**src/rtl/forwarding_unit_pkg.sv**
```systemverilog
// forwarding_unit_pkg: shared pipeline-entry type and forward-select encodings
package forwarding_unit_pkg;
    localparam int DEPTH_DEF = 3;
    localparam int RD_MAX_W = 8;
    localparam int STG_MAX_W = 4;
    localparam int FWD_RF = 0;
    localparam int FWD_EX = 1;
    localparam int FWD_MEM = 2;
    localparam int FWD_WB = 3;
    typedef struct packed {
        logic                 valid;
        logic                 we;
        logic [RD_MAX_W-1:0]  rd;
        logic [STG_MAX_W-1:0] ready_stage;
    } fwd_entry_t;
endpackage

```
**src/rtl/forwarding_scoreboard_fwd_match.sv**
```systemverilog
// fwd_match: youngest-producer lookup for one source register port
module fwd_match
    import forwarding_unit_pkg::*;
#(
    parameter int DEPTH = DEPTH_DEF,
    parameter int REG_W = 5,
    parameter int SEL_W = $clog2(DEPTH + 1)
) (
    input  fwd_entry_t [DEPTH-1:0] i_entries,
    input  logic [REG_W-1:0]       i_rs,
    input  logic                   i_rs_valid,
    output logic [SEL_W-1:0]       o_fwd_sel,
    output logic                   o_stall_req
);
    // scan oldest to youngest so the youngest hit overrides; a result not yet produced stalls instead of forwarding
    always_comb begin
        o_fwd_sel = SEL_W'(FWD_RF);
        o_stall_req = 1'b0;
        for (int i = DEPTH - 1; i >= 0; i--) begin
            if (i_rs_valid && i_entries[i].valid && i_entries[i].we && i_entries[i].rd != '0 &&
                i_entries[i].rd == RD_MAX_W'(i_rs)) begin
                o_stall_req = i_entries[i].ready_stage > STG_MAX_W'(i);
                o_fwd_sel = o_stall_req ? SEL_W'(FWD_RF) : SEL_W'(i + 1);
            end
        end
    end
endmodule

```
**src/rtl/forwarding_scoreboard.sv**
```systemverilog
// forwarding_scoreboard: pipeline hazard tracker with forwarding select and load-use stall; FWD_LONG_OP_EN adds a long-op busy interlock
module forwarding_scoreboard
    import forwarding_unit_pkg::*;
#(
    parameter int NUM_RS = 2,
    parameter int DEPTH = DEPTH_DEF,
    parameter int REG_W = 5,
    localparam int STG_W = $clog2(DEPTH),
    localparam int SEL_W = $clog2(DEPTH + 1)
) (
    input  logic                         i_clk,
    input  logic                         i_rst_n,
    input  logic                         i_issue_valid,
    input  logic [REG_W-1:0]             i_issue_rd,
    input  logic                         i_issue_we,
    input  logic [STG_W-1:0]             i_issue_ready_stage,
    input  logic                         i_hold,
    input  logic                         i_flush,
`ifdef FWD_LONG_OP_EN
    input  logic                         i_long_start,
    input  logic [REG_W-1:0]             i_long_rd,
    input  logic                         i_long_done,
`endif
    input  logic [NUM_RS-1:0][REG_W-1:0] i_rs,
    input  logic [NUM_RS-1:0]            i_rs_valid,
    output logic [NUM_RS-1:0][SEL_W-1:0] o_fwd_sel,
    output logic                         o_stall,
    output logic [31:0]                  o_stall_count
);
    fwd_entry_t [DEPTH-1:0] r_entries;
    fwd_entry_t             w_issue;
    logic [NUM_RS-1:0]      w_stall_req;
    logic                   w_long_stall;
    logic [31:0]            r_stall_count;
    assign w_issue = '{valid: 1'b1, we: i_issue_we, rd: RD_MAX_W'(i_issue_rd),
                       ready_stage: STG_MAX_W'(i_issue_ready_stage)};
    for (genvar p = 0; p < NUM_RS; p++) begin : g_match
        fwd_match #(.DEPTH(DEPTH), .REG_W(REG_W), .SEL_W(SEL_W)) u_match (
            .i_entries   (r_entries),
            .i_rs        (i_rs[p]),
            .i_rs_valid  (i_rs_valid[p]),
            .o_fwd_sel   (o_fwd_sel[p]),
            .o_stall_req (w_stall_req[p])
        );
    end
`ifdef FWD_LONG_OP_EN
    logic              r_busy;
    logic [REG_W-1:0]  r_busy_rd;
    logic [NUM_RS-1:0] w_busy_hit;
    for (genvar p = 0; p < NUM_RS; p++) begin : g_busy
        assign w_busy_hit[p] = i_rs_valid[p] && i_rs[p] == r_busy_rd && r_busy_rd != '0;
    end
    assign w_long_stall = r_busy && (|w_busy_hit || i_long_start);
    // a new long op takes priority over a completing one so back-to-back ops stay tracked
    always_ff @(posedge i_clk or negedge i_rst_n) begin
        if (!i_rst_n) begin
            r_busy <= 1'b0;
            r_busy_rd <= '0;
        end else if (i_long_start) begin
            r_busy <= 1'b1;
            r_busy_rd <= i_long_rd;
        end else if (i_long_done) begin
            r_busy <= 1'b0;
        end
    end
`else
    assign w_long_stall = 1'b0;
`endif
    assign o_stall = !i_flush && (|w_stall_req || w_long_stall);
    assign o_stall_count = r_stall_count;
    // advance the tracked stages and admit the issuing instruction into Execute, or a bubble
    always_ff @(posedge i_clk or negedge i_rst_n) begin
        if (!i_rst_n) begin
            r_entries <= '0;
        end else if (!i_hold) begin
            for (int i = DEPTH - 1; i > 0; i--) r_entries[i] <= r_entries[i - 1];
            r_entries[0] <= (i_issue_valid && !o_stall && !i_flush) ? w_issue : '0;
        end else if (i_flush) begin
            r_entries[0] <= '0;
        end
    end
    // saturating count of stalled cycles
    always_ff @(posedge i_clk or negedge i_rst_n) begin
        if (!i_rst_n) r_stall_count <= '0;
        else if (o_stall && r_stall_count != '1) r_stall_count <= r_stall_count + 32'd1;
    end
endmodule

```
**config.mk**
```make
export PLATFORM = sky130hd
export DESIGN_NAME = forwarding_scoreboard
export DESIGN_NICKNAME = d
export VERILOG_FILES = /design/src/rtl/forwarding_unit_pkg.sv /design/src/rtl/forwarding_scoreboard_fwd_match.sv /design/src/rtl/forwarding_scoreboard.sv
export SDC_FILE = /design/constraint.sdc
export NUM_CORES = 1
export LEC_CHECK = 0
export CAP_MARGIN = 15
export CORE_UTILIZATION = 40
export DETAILED_ROUTE_END_ITERATION = 10
export PLACE_DENSITY = 0.67
export RECOVER_POWER = 50
export SLEW_MARGIN = 20
export SYNTH_ARGS = -nofsm -noshare
export SYNTH_HDL_FRONTEND = slang
export SYNTH_SLANG_ARGS = --single-unit
```
**constraint.sdc**
```tcl
create_clock -name i_clk -period 2.5 [get_ports i_clk]
set_input_delay 0.375 -clock i_clk [delete_from_list [all_inputs] [get_ports i_clk]]
set_output_delay 0.375 -clock i_clk [all_outputs]
set_load 0.02 [all_outputs]
```
==> impl_metrics.csv <==
group,metric,value,unit
hold_path,hp-class,"in -> async",
clock_network,clk_latency,0.34,ns
logic_synthesis,synthFlopType,"dfrtp_1",
clock_network,cts.sinks,59,
floorplan,start_util,41.27,%
floorplan,die_h,91.30,um
outcome,status,"finished with violations",
logic_synthesis,syn_nets,331,
logic_synthesis,syn_avg_cell_area,10.46,um^2
power_and_ir_drop,p_leak,2.367,nW
critical_path,crit_path_end_kind,"output pin",
sta,finalSetupViolCount,46,
placement,portBuffers,61,
logic_synthesis,synth.distinct_cells,38,
finish,layout.area.seq,1481,um^2
critical_path,cp_max_fo,3,
logic_synthesis,ys_ff_latch,59,
sta,finalCritPeriodShare,119.6,%
logic_synthesis,netlist_instances,305,
grt,grt_max_degree,33,
route,remaining_drc_errors,0,
clock_network,cts_hold_buf,0,
finish,fillers,568,
power_and_ir_drop,max-vdd-ir-drop,0.2913,mV
critical_path,reg2reg_from,"r_entries[18]$_DFFE_PN0N_",
route,routed_via_density,5.283,
outcome,violations,"setup timing",
sta,holdWs,0.3558,ns
logic_synthesis,ys_warn_count,0,
logic_synthesis,yosysMostFrequentCell,"dfrtp_1",
critical_path,start_kind,"flip-flop",
logic_synthesis,synth_seq_area_share,46.29,%
critical_path,critPathKind,"reg -> out",
finish,drive_gt1_share,38.37,%
logic_synthesis,synth_top_cell_area_share,46.29,%
sta,maxSlewHeadroom,4.773,%
clock_network,numCtsBuffers,9,
grt,grt_pass1_wl,14.32,mm
sta,max_freq,0.3344,GHz
sta,report.final.hold_viol_count,0,
route,drt_iter0_drc,154,
clock_network,clock_path_buffers,2,
sta,setup_slack,-0.4901,ns
route,drt_first_pass_iters,4,
floorplan,ioPinCount,62,
clock_network,cts_max_level,3,
critical_path,worstPathArrival,2.62,ns
logic_synthesis,async_reset_ff_share,100.0,%
logic_synthesis,synth_top_cell_by_area,"dfrtp_1",
finish,area_delta_synth_final,60.14,%
sta,rsz0062_at_grt,"true",
grt,grt_pass1_vias,2830,
logic_synthesis,synth_commonest_cells,"59 x dfrtp_1, 39 x xnor2_1, 29 x nand3_1, 22 x xor2_1",
sta,min_period,2.990,ns
finish,multiInputGateArea,2066,um^2
route,wl_per_cell,16.96,um
flow_run,drv_cap,0,
finish,nNetsFinal,464,
clock_network,cts-root-buf,"clkbuf_8",
critical_path,crit_required,2.12,ns
sta,fin_skew,0.01454,ns
power_and_ir_drop,power_density,407.4,nW/um^2
floorplan,fp.dieW,91.30,um
grt,overflow,0,
finish,antennaDiodeCount,0,
clock_network,clkTransAtPathRegs,0.07,ns
floorplan,die-area,8335,um^2
logic_synthesis,netlist_area,3189,um^2
placement,dp_hpwl,5.835,mm
route,ant_nets,0,
logic_synthesis,synth_enable_flop_cells,0,
clock_network,cts_tree,"yes",
logic_synthesis,synthTopCellsByArea,"dfrtp_1 46%, xnor2_1 11%, mux2_2 6.4%, xor2_1 6.0%, nand3_1 4.6%",
grt,gr-usage-all-layers,22.11,%
placement,post-place-ws,-1.055,ns
placement,placedCellCount,507,
floorplan,rows,32,
sta,tightest_slew,1.428,ns
grt,antenna_found_initial,0,
critical_path,crit_start,"r_entries[18]$_DFFE_PN0N_",
floorplan,core,7727,um^2
sta,fin_tns_setup,-13.34,ns
route,wl,9.245,mm
finish,layoutNonFillerInstCount,545,
sta,final_max_slew_viol_count,0,
route,vias,2879,
placement,gp_congestion,0.8816,
==> final timing paths <==
kind	endpoint	slack, ns	cells after the start
worst max-delay path	o_stall	-0.49	7
worst min-delay path	r_entries[28]$_DFFE_PN0N_	0.36	1
worst max register to register	r_entries[7]$_DFFE_PN0P_	-0.39	10
worst min register to register	r_entries[29]$_DFFE_PN0N_	0.49	2
max in group asynchronous	o_stall_count[2]$_DFFE_PN0P_	0.65	2
min in group i_clk	r_entries[29]$_DFFE_PN0N_	0.49	2
==> kinds of logic after synthesis <==
kind of cell    share of synthesized area [%]
xor+xnor                                16.75
simple gates                            22.60
compound gates                          5.924
fa+ha+maj                              0.3922
buf+inv                                 1.687
flops                                   46.29
mux                                     6.355
==> cells in the final DEF (no fill, tap or decap), types with 15 or more instances in the layout <==
master           count
buf_6               16
buf_4               56
xnor2_2             15
dfrtp_1             55
clkdlybuf4s50_1     48
xor2_1              22
nand3_1             16
xnor2_1             24
mux2_2              18
==> per-stage QoR <==
stage | power [W] | instance area, um^2 | utilization (%)
3_3_place_gp | 0.001262 | 4275 | 55.33
3_5_place_dp | 0.001265 | 4275 | 55.33
6_report | 0.002081 | 5107 | 66.09
5_1_grt | 0.002162 | 5107 | 66.09
2_1_floorplan | 0.001111 | 3217 | -
4_1_cts | 0.002080 | 4659 | 60.30
==> report_power, final <==
group          internal, W  switching [W]  total (W)
Clock             0.000415       0.000395   0.000809
Sequential        0.000980      0.0000240    0.00100
Combinational     0.000144       0.000123   0.000268
Total              0.00154       0.000542    0.00208
==> layer usage <==
layer  global-route usage, %  up-vias  routed length [um]
met1                   30.01     1423                3984
met4                   7.804        0                 125
met2                   35.10       75                4734
li1                        -     1371                   -
met3                   4.523       10                 400
met5                       0        -                   0
==> repair_timing <==
item,in CTS,in global routing
gates cloned,2,1
buffers inserted,11,13
setup endpoints to repair,46,46
endpoints found under the hold margin,0,0
pin swaps,17,25
gates resized for setup,56,83
==> critical path: stages (launching register included) <==
cell and delay (ns):
dfrtp_2 0.42, or4_4 0.55, o211ai_1 0.29, nor3_1 0.09, o22a_1 0.19, or4_4 0.46
nor2b_4 0.15, buf_6 0.13
==> layout make-up <==
class,instances,share of cell area (%)
Multi-Input combinational cell,232,40.45
Sequential cell,59,29.01
Timing Repair Buffer,133,24.15
Clock buffer,11,2.964
Tap cell,102,2.499
Clock inverter,5,0.7104
Inverter,3,0.2205
==> state kept, by name, summed over array words and instances (netlist names) <==
signal	flops
o_stall_count	32
r_entries	27
(Power assumes the default switching activity.)
